`config.mk`:
```
export PLATFORM = sky130hd
export DESIGN_NAME = pipelined_shifter
export DESIGN_NICKNAME = d
export VERILOG_FILES = /design/src/rtl/pipelined_shifter.sv
export SDC_FILE = /design/constraint.sdc
export NUM_CORES = 1
export LEC_CHECK = 0
export CAP_MARGIN = 20
export CORE_MARGIN = 1
export CORE_UTILIZATION = 40
export DETAILED_ROUTE_END_ITERATION = 6
export PLACE_DENSITY_LB_ADDON = 0.15
export SLEW_MARGIN = 15
export SYNTH_ARGS = -nofsm -noshare
export SYNTH_HDL_FRONTEND = slang
export SYNTH_SLANG_ARGS = --single-unit
```
`constraint.sdc`:
```
create_clock -name Clk -period 3.3 [get_ports Clk]
set_input_delay 0.66 -clock Clk [delete_from_list [all_inputs] [get_ports Clk]]
set_output_delay 0.66 -clock Clk [all_outputs]
set_load 0.005 [all_outputs]
```
`src/rtl/pipelined_shifter.sv`:
```
// pipelined_shifter: WIDTH-bit shift/rotate unit built as SHW = log2(WIDTH) register stages.
// Stage k shifts or rotates by 2^k when bit k of the shift amount is set. A valid/ready
// handshake provides full backpressure, and results leave in acceptance order.
//
// Ports:
//   Clk      - clock, rising edge
//   Rst_n    - asynchronous active-low reset
//   InValid  - input beat valid
//   InReady  - block accepts a beat this cycle
//   In       - operand
//   Shamt    - shift amount, 0..WIDTH-1
//   Op       - 000 SLL, 001 SRL, 010 SRA, 011 ROR, 100 ROL, others pass-through
//   OutValid - result valid
//   OutReady - downstream accepts the result
//   Out      - result
//   Carry    - last bit shifted/rotated out (only with SHIFTER_FLAGS_EN)
//   Zero     - Out == 0 (only with SHIFTER_FLAGS_EN)
//
// Optional feature: define SHIFTER_FLAGS_EN to add the Carry and Zero outputs.
module pipelined_shifter #(
    parameter int unsigned WIDTH = 16,
    localparam int unsigned SHW = $clog2(WIDTH)
) (
    input  logic             Clk,
    input  logic             Rst_n,
    input  logic             InValid,
    output logic             InReady,
    input  logic [WIDTH-1:0] In,
    input  logic [SHW-1:0]   Shamt,
    input  logic [2:0]       Op,
    output logic             OutValid,
    input  logic             OutReady,
    output logic [WIDTH-1:0] Out
`ifdef SHIFTER_FLAGS_EN
    ,
    output logic             Carry,
    output logic             Zero
`endif
);

    localparam logic [2:0] OpSll = 3'b000;
    localparam logic [2:0] OpSrl = 3'b001;
    localparam logic [2:0] OpSra = 3'b010;
    localparam logic [2:0] OpRor = 3'b011;
    localparam logic [2:0] OpRol = 3'b100;

    localparam logic [WIDTH-1:0] Ones = '1;

    logic             advance;
    logic             dec_left;
    logic             dec_rot;
    logic             dec_fill;
    logic [SHW-1:0]   dec_shamt;

    // Stage registers; stage SHW-1 is the output register.
    logic [SHW-1:0]   valid_q;
    logic [WIDTH-1:0] data_q    [SHW];
    // Control travels only as far as the last stage that consumes it.
    logic [SHW-2:0]   left_q;
    logic [SHW-2:0]   rot_q;
    logic [SHW-2:0]   fill_q;
    logic [SHW-1:0]   shamt_q   [SHW-1];

    // Inputs seen by each stage's combinational shifter.
    logic [SHW-1:0]   src_valid;
    logic [SHW-1:0]   src_left;
    logic [SHW-1:0]   src_rot;
    logic [SHW-1:0]   src_fill;
    logic [SHW-1:0]   src_shamt [SHW];
    logic [WIDTH-1:0] src_data  [SHW];
    logic [WIDTH-1:0] nxt_data  [SHW];

    logic             unused_shamt;

    // The whole pipe moves together, so a stalled output register freezes every stage.
    assign advance  = !valid_q[SHW-1] || OutReady;
    assign InReady  = advance && Rst_n;
    assign OutValid = valid_q[SHW-1];
    assign Out      = data_q[SHW-1];

    // Op decoded once; pass-through ops become a zero-distance shift.
    always_comb begin
        dec_left  = 1'b0;
        dec_rot   = 1'b0;
        dec_fill  = 1'b0;
        dec_shamt = Shamt;
        case (Op)
            OpSll: dec_left = 1'b1;
            OpSrl: dec_fill = 1'b0;
            OpSra: dec_fill = In[WIDTH-1];
            OpRor: dec_rot  = 1'b1;
            OpRol: begin
                dec_left = 1'b1;
                dec_rot  = 1'b1;
            end
            default: dec_shamt = '0;
        endcase
    end

    assign src_valid = {valid_q[SHW-2:0], InValid};
    assign src_left  = {left_q, dec_left};
    assign src_rot   = {rot_q, dec_rot};
    assign src_fill  = {fill_q, dec_fill};

    for (genvar k = 0; k < SHW; k++) begin : g_stage
        localparam int unsigned N = 1 << k;

        logic [WIDTH-1:0] d;
        logic [WIDTH-1:0] left_res;
        logic [WIDTH-1:0] right_res;

        if (k == 0) begin : g_first
            assign src_data[k]  = In;
            assign src_shamt[k] = dec_shamt;
        end else begin : g_next
            assign src_data[k]  = data_q[k-1];
            assign src_shamt[k] = shamt_q[k-1];
        end

        assign d         = src_data[k];
        assign left_res  = (d << N) | (src_rot[k] ? d >> (WIDTH - N) : '0);
        assign right_res = (d >> N) |
                           (src_rot[k] ? d << (WIDTH - N) : (src_fill[k] ? ~(Ones >> N) : '0));
        // Shift amount is carried pre-shifted, so bit 0 always controls the current stage.
        assign nxt_data[k] = !src_shamt[k][0] ? d : (src_left[k] ? left_res : right_res);
    end

    // The final stage only looks at bit 0 of its shift amount.
    assign unused_shamt = ^src_shamt[SHW-1][SHW-1:1];

    always_ff @(posedge Clk or negedge Rst_n) begin
        if (!Rst_n) begin
            valid_q <= '0;
            left_q  <= '0;
            rot_q   <= '0;
            fill_q  <= '0;
            for (int unsigned k = 0; k < SHW; k++) begin
                data_q[k] <= '0;
            end
            for (int unsigned k = 0; k < SHW - 1; k++) begin
                shamt_q[k] <= '0;
            end
        end else if (advance) begin
            // Bubbles move with the pipe; their data is loaded but never marked valid.
            valid_q <= src_valid;
            left_q  <= src_left[SHW-2:0];
            rot_q   <= src_rot[SHW-2:0];
            fill_q  <= src_fill[SHW-2:0];
            for (int unsigned k = 0; k < SHW; k++) begin
                data_q[k] <= nxt_data[k];
            end
            for (int unsigned k = 0; k < SHW - 1; k++) begin
                shamt_q[k] <= src_shamt[k] >> 1;
            end
        end
    end

`ifdef SHIFTER_FLAGS_EN
    logic [SHW-1:0] carry_q;
    logic [SHW-1:0] src_carry;
    logic [SHW-1:0] nxt_carry;
    logic           zero_q;

    assign src_carry = {carry_q[SHW-2:0], 1'b0};

    // Each shifting stage overwrites the carry with the last bit it pushes out; because
    // stages shift in increasing distance, the final value is the last bit out overall.
    for (genvar k = 0; k < SHW; k++) begin : g_carry
        localparam int unsigned N = 1 << k;
        assign nxt_carry[k] = !src_shamt[k][0] ? src_carry[k] :
                              (src_left[k] ? src_data[k][WIDTH-N] : src_data[k][N-1]);
    end

    always_ff @(posedge Clk or negedge Rst_n) begin
        if (!Rst_n) begin
            carry_q <= '0;
            zero_q  <= 1'b0;
        end else if (advance) begin
            carry_q <= nxt_carry;
            zero_q  <= (nxt_data[SHW-1] == '0);
        end
    end

    assign Carry = carry_q[SHW-1];
    assign Zero  = zero_q;
`endif

endmodule
```
# --- Yosys cells after proc, flatten, opt, wreduce, memory -nomap -nowiden ---
# Cells that the tools add are included.
op_classes:
  n_bitwise: 8
  eq_ne: 4
  muxes: 24
  n_reduce_logical: 7
op_table:
  columns: ["operator", "count"]
  rows:
  - ["$mux W16", 16]
  - ["$or A12 B16 Y16", 1]
  - ["$or A14 B16 Y16", 1]
  - ["$or A15 B16 Y16", 1]
  - ["$or A16 B1 Y16", 1]
  - ["$or A16 B2 Y16", 1]
  - ["$or A16 B4 Y16", 1]
  - ["$or A16 B8 Y16", 1]
  - ["$or A8 B16 Y16", 1]
  - ["$mux W4", 2]
  - ["$mux W8", 1]
  - ["$eq A3 B2 Y1 const B", 2]
  - ["$reduce_or A5 Y1", 1]
  - ["$mux W1", 4]
  - ["$reduce_or A2 Y1", 2]
  - ["$eq A3 B1 Y1 const B", 1]
  - ["$eq A3 B3 Y1 const B", 1]
  - ["$logic_not A3 Y1", 1]
  - ["$mux W2", 1]
  - ["$logic_and A1 B1 Y1", 1]
  - ["$logic_not A1 Y1", 1]
  - ["$logic_or A1 B1 Y1", 1]
word_totals:
  elab_cells: 54
  input_bits: 27
  output_inout_bits: 18
  regBits: 83

# --- Longest topological paths before layout ---
logic_depth:
  ltp_word: 7
  depth_mapped: 6
  depth_no_buf: 3

# --- Worst setup path before layout ---
# OpenSTA, ideal clock, no wires.
synth_timing:
  kind: "input-to-output"
  startpoint: "input OutReady"
  endpoint: "output InReady"
  t_arrival_ps: 1253
  t_required_ps: 2640
  setup_slack_ps: 1387
  stages: 3
  n_path_buf: 1
  cell_sequence: "nand2b_2 > clkbuf_1 > and2_1"
synth_between:
  elab_chain_cells: 2
synth_lines:
  columns: ["item", "line_no", "source"]
  rows:
  - ["start, declared", "32", "input logic OutReady,"]
  - ["$logic_or A1 B1 Y1", "76", "assign advance = !valid_q[SHW-1] || OutReady;"]
  - ["$logic_and A1 B1 Y1", "77", "assign InReady = advance && Rst_n;"]
  - ["end, declared", "27", "output logic InReady,"]
# Every way passes these cells.

# --- Worst setup path after layout ---
# Same ends and word-level chain as after synthesis.

==> reports/results.ini <==
[sta]
period_needed_ns=2.59
final_max_slew_viol_count=0
slew_headroom_pct=41.1
worst_slack_ns=0.707
setup_tns_ns=0
layout_worst_path_cycle_share_pct=78.6
fmax_mhz=386
fin_skew_ns=0.0112
hold_violations=0
worst_slew_pin_slew_ns=0.883
rsz0062_at_grt=false
setup_viol=0

[global_route]
use_met1_pct=22.9
grt_pass1_vias=3430
grt_max_degree=50
antenna_found_initial=0
grt_use_total_pct=18.5
use_met2_pct=31.8
top_usage_layer=met2
grt-ovfl-total=0
grt_util_met3_pct=2.93
grt_pass1_wl_um=16900

[setup_path]
cp_common_cell=clkdlybuf4s50_1
arrival_ns=1.93
startpoint_type=primary input
path_buf_inv=2
crit_slowest_cell=clkdlybuf4s50_1
crit_chain=clkdlybuf4s50_1, nand2b_2, and2_1, clkdlybuf4s50_1
worst-setup-path-type=primary input to output port
max_stage_delay_ns=0.52
r2r_cells=4
critPathMaxFanout=2
end_kind=output port
reg2reg_from=valid_q[3]
cpLargestDelayFamily=buffers and inverters
r2r_end=g_stage[1].d[2]
cp.required_ns=2.64
ff2ff_setup_slack_ns=1.35

[synth]
synth_area_per_cell_sq_um=9.28
synth_area_sq_um=4580
ys_top_cells_by_area=dfrtp_1, mux2i_1, nand2_1
ys_ff_latch=83
yosys_warnings=0
synth_fp_nets=521
synth-edff-count=0
synth_top_area_share_pct=45.3
ys_seq_area_share_pct=45.3
netlist-cell-type-count=37
yosysMostFrequentCell=nand2_1
async_flop_share_pct=100
synth_top_cells_by_count=nand2_1, dfrtp_1, o21ai_0
synth_ff_type=dfrtp_1
synth_cells=494
yosys.area.top_type=dfrtp_1

[clocking]
cts-root-buf=clkbuf_16
post_cts_buffers=0
cts_tree=yes
h-tree-depth=3
clkTransAtPathRegs_ns=0.06
post_cts_resized=0
clock_sinks=83
clkLatencyLatePin_ns=0.34
numCtsBuffers=9
clockBufferDepth=2
cts_hold_buf=0

[die]
die_w_um=109
io_pins=45
std_cell_rows=38
die_h_um=109
coreArea_sq_um=11000
start_util_pct=41.7
die_area_sq_um=11900

[placed_design]
place_inst=645
portBuffers=44
dp_worst_setup_slack_ns=0.497
finalWeightedCongestion=0.775
dpl.hpwl_um=7060

[routing]
wl_per_cell_um=14.9
ant_nets=0
vias_per_cell=5.31
vias=3513
drc_errors=0
wirelength_um=9860
drtIter0Drc=137
drtPass1Iterations=5

[pwr]
leakage_nw=2.35
p_per_area_nw_per_um2=857
ir_worst_vdd_uv=320

[layout]
finalNonFillerCells=661
area_growth_pct=17.4
layout-drive-gt1-share_pct=8.45
layout.nets=543
fillCellCount=1056
diodes=0

[outcome]
status=completed

[job]
maxCapViolations=0

[worst_hold_path]
min_path_type=primary input to async pin

sequential cells by signal, indices dropped and copies added (netlist names):
signal,flops
rot_q,3
Out,16
fill_q,3
valid_q,4
g_stage.d,48
shamt_q,6
left_q,3
worst register-to-register path, cell delays in order, from the launching register on:
cell	delay, ns
dfrtp_1	0.40
nand2b_2	0.08
buf_4	0.43
nand2_1	0.59
o221ai_1	0.35
layout make-up:
class | instances | area [sq um] | area share (%)
multi-input combinational | 355 | 2230 | 41.5
sequential | 83 | 2080 | 38.6
timing repair buffer | 52 | 510 | 9.49
clock buffer | 11 | 243 | 4.51
tap | 140 | 175 | 3.26
clock inverter | 5 | 85.1 | 1.58
inverter | 15 | 56.3 | 1.05
cells in the final DEF, fill, tap and decap left out, types with 2 or more instances in the layout:
cell type	count
mux2_2	3
o221ai_2	10
o311ai_0	4
and2_1	5
nand2b_1	20
a21o_1	20
nor2b_1	24
a31oi_1	14
o21ai_1	13
inv_1	15
a211oi_1	20
nand2_1	86
mux2i_1	34
and3_1	14
nor2_1	26
bufinv_16	2
clkdlybuf4s50_1	43
o221ai_1	4
clkbuf_16	9
dfrtp_1	83
buf_4	8
o21ai_0	35
o211ai_1	4
nand3_1	6
logic make-up after synthesis:
kind of cell    count (synthesis)  synth area share, %
compound gates                131                 20.6
buf+inv                        56                 6.14
flops                          83                 45.3
mux                            37                 8.16
simple gates                  187                 19.8
routing by layer:
| layer | wire length, um | vias up | part of all wire, % |
|---|---|---|---|
| met5 | 0 | - | 0 |
| met4 | 184 | 0 | 1.9 |
| met3 | 305 | 12 | 3.1 |
| met2 | 4930 | 68 | 50 |
| met1 | 4440 | 1652 | 45 |
| li1 | - | 1781 | - |
worst max path at each step:
| stage | start | slack [ns] | end | cells past startpoint |
|---|---|---|---|---|
| after floorplan | OutReady | 1.39 | InReady | 3 |
| after global placement | OutReady | 0.56 | g_stage[1].d[2] | 5 |
| after detailed placement | OutReady | 0.50 | g_stage[1].d[2] | 5 |
| after CTS | OutReady | 0.70 | InReady | 4 |
| after global routing | OutReady | 0.66 | InReady | 4 |
| final | OutReady | 0.71 | InReady | 4 |
through the flow:
stage                     hold slack (ns)  instance area, sq um  utilization (%)  total power [mW]
after floorplan                     0.364                  4580                -              3.00
after global placement              0.445                  5050             46.0              3.51
after detailed placement            0.448                  5050             46.0              3.57
after CTS                           0.461                  5380             49.0              4.68
after global routing                0.478                  5380             49.0              5.00
final                               0.456                  5380             49.0              4.61
power by group:
group / internal (mW) / switching, mW / leakage [nW]
clock network: 0.688 / 0.407 / 0.156
logic: 0.840 / 0.710 / 1.18
registers: 1.45 / 0.513 / 1.02
total: 2.98 / 1.63 / 2.35
Note: power is estimated with default switching activity, not from simulation.
==> variant 1, RTL diff (config.mk and constraints unchanged) <==
Add a define of `SHIFTER_FLAGS_EN`.
--- a/src/rtl/pipelined_shifter.sv
+++ b/src/rtl/pipelined_shifter.sv
@@ -19,2 +19,4 @@
 // Optional feature: define SHIFTER_FLAGS_EN to add the Carry and Zero outputs.
+`define SHIFTER_FLAGS_EN
+
 module pipelined_shifter #(
Check against the original RTL (old outputs only; new: Carry and Zero): equivalent (Yosys induction, for registers that start in step).
==> variant 1 against the original RTL <==
Final area increased by 0.72%; count of clock-buffer cells in the layout is the same; area after synthesis rose by 1.3%; clock power down 13%; largest cell class unchanged; cell count is 4.1% higher; global-route usage grew 0.052 points; routed wire length grew 3.6%; clock skew fell by 1.6 ps; first-iteration DRC count up 110%; sequential cell count up 5; synthesized cell count up 6.5%; setup slack improved by 58 ps; power is essentially flat.
==> variant 1: results (changes against the original RTL) <==
Result of the run: completed (unchanged). The placed instance area came out at 5140 um2 (was 5050 um2). The wire length after detailed routing came out at 10.2 mm (was 9.86 mm). The startpoint of the lowest-slack register-to-register path is shamt_q[0]$_DFFE_PN0N_ (was valid_q[3]$_DFFE_PN0N_). The largest clock skew in the final design came to 9.60 ps (was 11.2 ps).

The number of antenna cells inserted is 0 (unchanged). The worst setup slack for register-to-register paths came to 1020 ps (was 1350 ps). The met2 global-route usage came out at 29.1% (was 31.8%). The pin count of the biggest net entering global routing came out at 155 (was 50). The final non-filler cell total came out at 688 (was 661). Leading cell types by count after synthesis: 106 x sky130_fd_sc_hd__nand2_1, 102 x sky130_fd_sc_hd__o21ai_0, 88 x sky130_fd_sc_hd__dfrtp_1, 37 x sky130_fd_sc_hd__clkbuf_1, 31 x sky130_fd_sc_hd__mux2i_1 (was 86 x sky130_fd_sc_hd__nand2_1, 83 x sky130_fd_sc_hd__dfrtp_1, 35 x sky130_fd_sc_hd__o21ai_0, 34 x sky130_fd_sc_hd__mux2i_1, 26 x sky130_fd_sc_hd__nor2_1).

The arrival time of the worst setup path came to 1870 ps (was 1930 ps). The met3 demand-to-capacity share in global routing is 4.45% (was 2.93%). The post-synthesis area per instance is 8.82 um2 (was 9.28 um2).

The leakage power figure is 2.20 nW (was 2.35 nW). The number of placed cells counting well taps came out at 672 (was 645). The fraction of layout instances using a drive strength above 1 came out at 8.58% (was 8.45%).

The sequential cell area fraction in the yosys report came out at 47.5% (was 45.3%). The number of nets in the layout is 570 (was 543). Cells taking the most area after synthesis: sky130_fd_sc_hd__dfrtp_1 47%, sky130_fd_sc_hd__o21ai_0 11%, sky130_fd_sc_hd__nand2_1 8.6% (was sky130_fd_sc_hd__dfrtp_1 45%, sky130_fd_sc_hd__mux2i_1 7.4%, sky130_fd_sc_hd__nand2_1 7.0%). The deepest clock path buffer count came to 2 (unchanged). The global placer's final weighted congestion was 0.884 (was 0.775).

The internal cell power was 2.89 mW (was 2.98 mW). The terminus of the critical flop-to-flop path was Zero$_DFFE_PN0N_ (was g_stage[1].d[2]$_DFFE_PN0N_). The post-placement worst setup slack came out at 449 ps (was 497 ps). The final cycle utilization of the critical path was 76.8% (was 78.6%).

The number of nets in the synthesized netlist was 553 (was 521). The number of violations reported at the end of detailed-routing iteration 0 is 286 (was 137). The peak ir drop on the vdd network came out at 351 uV (was 320 uV).

The final worst hold slack is 344 ps (was 456 ps). The slew at the pin closest to its max-slew limit is 909 ps (was 883 ps). The met1 track utilization from global routing is 25.5% (was 22.9%). The via count of the first global-routing pass came out at 3368 (was 3430).

The total via count after detailed routing came out at 3752 (was 3513). The number of optimization iterations in the first detailed-route pass is 4 (was 5). The overall track demand over capacity in global routing was 18.5% (about the same). The number of distinct library cells after synthesis is 36 (was 37).

The quantity of I/O buffers inserted on ports is 46 (was 44). The half-perimeter wire length of the detailed placement result came out at 7.05 mm (was 7.06 mm).
[variant 1: changes by cell type in the layout (fill, tap and decap cells not counted), sizes merged, moves of 8 or more]
cell,unedited run,this run
a21o,20,12
nand2b,21,7
nor2b,25,11
mux2,3,21
inv,16,4
o21ai,49,105
o221ai,14,0
and3,14,0
a21oi,1,20
a211oi,20,1
a311oi,0,12
nand2,86,106
[variant 1: kinds of logic (layout without fill, tap and decap cells)]
group           Yosys count  in the layout  share of synthesized area (%)
simple gates            170            170                           15.7
buf+inv                  49             71                           4.39
flops                    88             88                           47.5
compound gates          167            167                           20.6
mux                      52             52                           11.8
[variant 1: area by class of cell]
cell class,instances,area (um2)
fill,1094,5660
multi-input combinational,389,2240
sequential,88,2200
timing repair buffer,51,508
clock buffer,11,243
tap,140,175
clock inverter,5,32.5
inverter,4,15.0
[variant 1: worst register-to-register path, delay by kind of cell (launching register included)]
kind / cells / cell delay (ps)
AO/OA/AOI/OAI: 3 / 760
AND/OR/NAND/NOR: 1 / 580
flip-flops: 1 / 890
[variant 1: metal layers]
metal  vias up  routed length, um
met5         -                  0
met4         0                119
met3        11                447
met2        94               4770
met1      1769               4870
li1       1878                  -
[variant 1: power groups by stage]
| stage | sequential (mW) | combinational (mW) | clock (mW) |
|---|---|---|---|
| floorplan | 1.83 | 1.25 | 0 |
| global placement | 2.12 | 1.52 | 0 |
| detailed placement | 2.15 | 1.56 | 0 |
| CTS | 2.13 | 1.56 | 0.974 |
| global route | 2.22 | 1.77 | 1.03 |
| finish | 2.13 | 1.54 | 0.946 |
==> variant 2, RTL diff (config.mk and constraints unchanged) <==
Made on the original files. The parameter `WIDTH` goes from 16 to 8.
--- a/src/rtl/pipelined_shifter.sv
+++ b/src/rtl/pipelined_shifter.sv
@@ -20,3 +20,3 @@
 module pipelined_shifter #(
-    parameter int unsigned WIDTH = 16,
+    parameter int unsigned WIDTH = 8,
     localparam int unsigned SHW = $clog2(WIDTH)
Ports: changed (resized In, Out and Shamt); port bits go from 45 to 28. The function was not compared with the original's and may differ.
==> variant 2 against the original RTL <==
Critical path depth unchanged; final area fell by 57%; sequential cell count down 47; power down 65%; area after synthesis decreased by 59%; setup slack gained 45 ps; hold slack better by 16 ps; routed wire length shrank 61%; critical path type unchanged.
==> variant 2: results (changes against the original RTL) <==
Result of the run: completed (unchanged). The fraction of layout instances using a drive strength above 1 is 7.33% (was 8.45%). The clock latency at the later pin of the worst-skew pair came out at 280 ps (was 340 ps).

The peak ir drop on the vdd network is 228 uV (was 320 uV). The number of H-tree levels came out at 2 (was 3). The number of optimization iterations in the first detailed-route pass is 6 (was 5). The via density per instance came out at 5.37 (was 5.31).

The overall track demand over capacity in global routing came out at 17.1% (was 18.5%). The met3 demand-to-capacity share in global routing came to 2.56% (was 2.93%). The number of buffers inserted during clock tree synthesis was 5 (was 9). The number of distinct library cells after synthesis came to 32 (was 37). The pin count of the biggest net entering global routing came to 41 (was 50).

The path category of the worst min-delay check was reg2reg (was in2async). The wire length after detailed routing is 3.85 mm (was 9.86 mm). Leading cell types by count after synthesis: 44 x sky130_fd_sc_hd__nand2_1, 36 x sky130_fd_sc_hd__dfrtp_1, 14 x sky130_fd_sc_hd__o21ai_0, 11 x sky130_fd_sc_hd__nor2b_1, 10 x sky130_fd_sc_hd__mux2i_1 (was 86 x sky130_fd_sc_hd__nand2_1, 83 x sky130_fd_sc_hd__dfrtp_1, 35 x sky130_fd_sc_hd__o21ai_0, 34 x sky130_fd_sc_hd__mux2i_1, 26 x sky130_fd_sc_hd__nor2_1). The clock group total power is 0.336 mW (was 1.09 mW). The global placer's final weighted congestion is 0.789 (was 0.775).

The slew at the pin closest to its max-slew limit is 494 ps (was 883 ps). The number of nets in the layout was 250 (was 543). The placed instance area was 2200 um2 (was 5050 um2). The first-pass GRT wire length came out at 6.75 mm (was 16.9 mm). The quantity of I/O buffers inserted on ports came to 27 (was 44).

The sequential cell area fraction in the yosys report is 47.6% (was 45.3%). The sequential power is 0.748 mW (was 1.96 mW). The count of filler cells inserted in the layout is 433 (was 1056). The number of violations reported at the end of detailed-routing iteration 0 is 126 (was 137). The length of routed wiring on met1 was 1.86 mm (was 4.44 mm). The number of nets in the synthesized netlist came out at 225 (was 521). The arrival time of the worst setup path is 1890 ps (was 1930 ps). The met2 global-route usage is 28.5% (was 31.8%). The leakage power figure was 1.00 nW (was 2.35 nW). The via count of the first global-routing pass came to 1419 (was 3430). The half-perimeter wire length of the detailed placement result came out at 2.69 mm (was 7.06 mm). The met1 track utilization from global routing was 22.0% (was 22.9%).
variant 2: cell count changes after synthesis, sizes merged, moves of 19 or more:
cell / unedited run / this run
nor2: 27 / 8
o21ai: 49 / 23
dfrtp: 83 / 36
nand2: 86 / 44
mux2i: 34 / 10
buf: 29 / 7
variant 2: per-stage QoR:
step	instances	setup slack (ps)	utilization [%]	power, mW
4_1_cts	284	735	51.6	1.62
3_3_place_gp	277	755	49.4	1.27
6_report	284	752	51.6	1.60
5_1_grt	284	695	51.6	1.72
2_1_floorplan	207	1380	-	1.05
3_5_place_dp	277	741	49.4	1.28
variant 2: cell families after synthesis:
kind of cell	after synthesis	share of synthesized area (%)
and+or+nand+nor	84	21.4
buffers and inverters	20	4.56
muxes	13	7.07
DFF	36	47.6
AOI/OAI and AO/OA	54	19.4
variant 2: area by class of cell:
class	instances	area (um2)	area share, %
clock buffer	7	96.3	4.20
inverter	8	30.0	1.31
multi-input combinational	151	908	39.6
sequential	36	901	39.3
tap	52	65.1	2.84
timing repair buffer	30	293	12.8
variant 2: worst register-to-register path, cell delays in order, from the launching register on:
cell	delay (ps)
sky130_fd_sc_hd__dfrtp_1	390
sky130_fd_sc_hd__nand2b_1	80
sky130_fd_sc_hd__buf_4	280
sky130_fd_sc_hd__nand2_1	230
sky130_fd_sc_hd__o221ai_1	220
variant 2: worst paths after layout:
kind                                                to  slack [ps]  depth (start not counted)
max                                            InReady         750                          4
min                             valid_q[1]$_DFFE_PN0N_         470                          2
max reg2reg                g_stage[1].d[4]$_DFFE_PN0N_        2000                          4
min reg2reg                     valid_q[1]$_DFFE_PN0N_         470                          2
max in group asynchronous  g_stage[1].d[4]$_DFFE_PN0N_        2120                          2
min in group asynchronous           Out[7]$_DFFE_PN0N_         860                          2
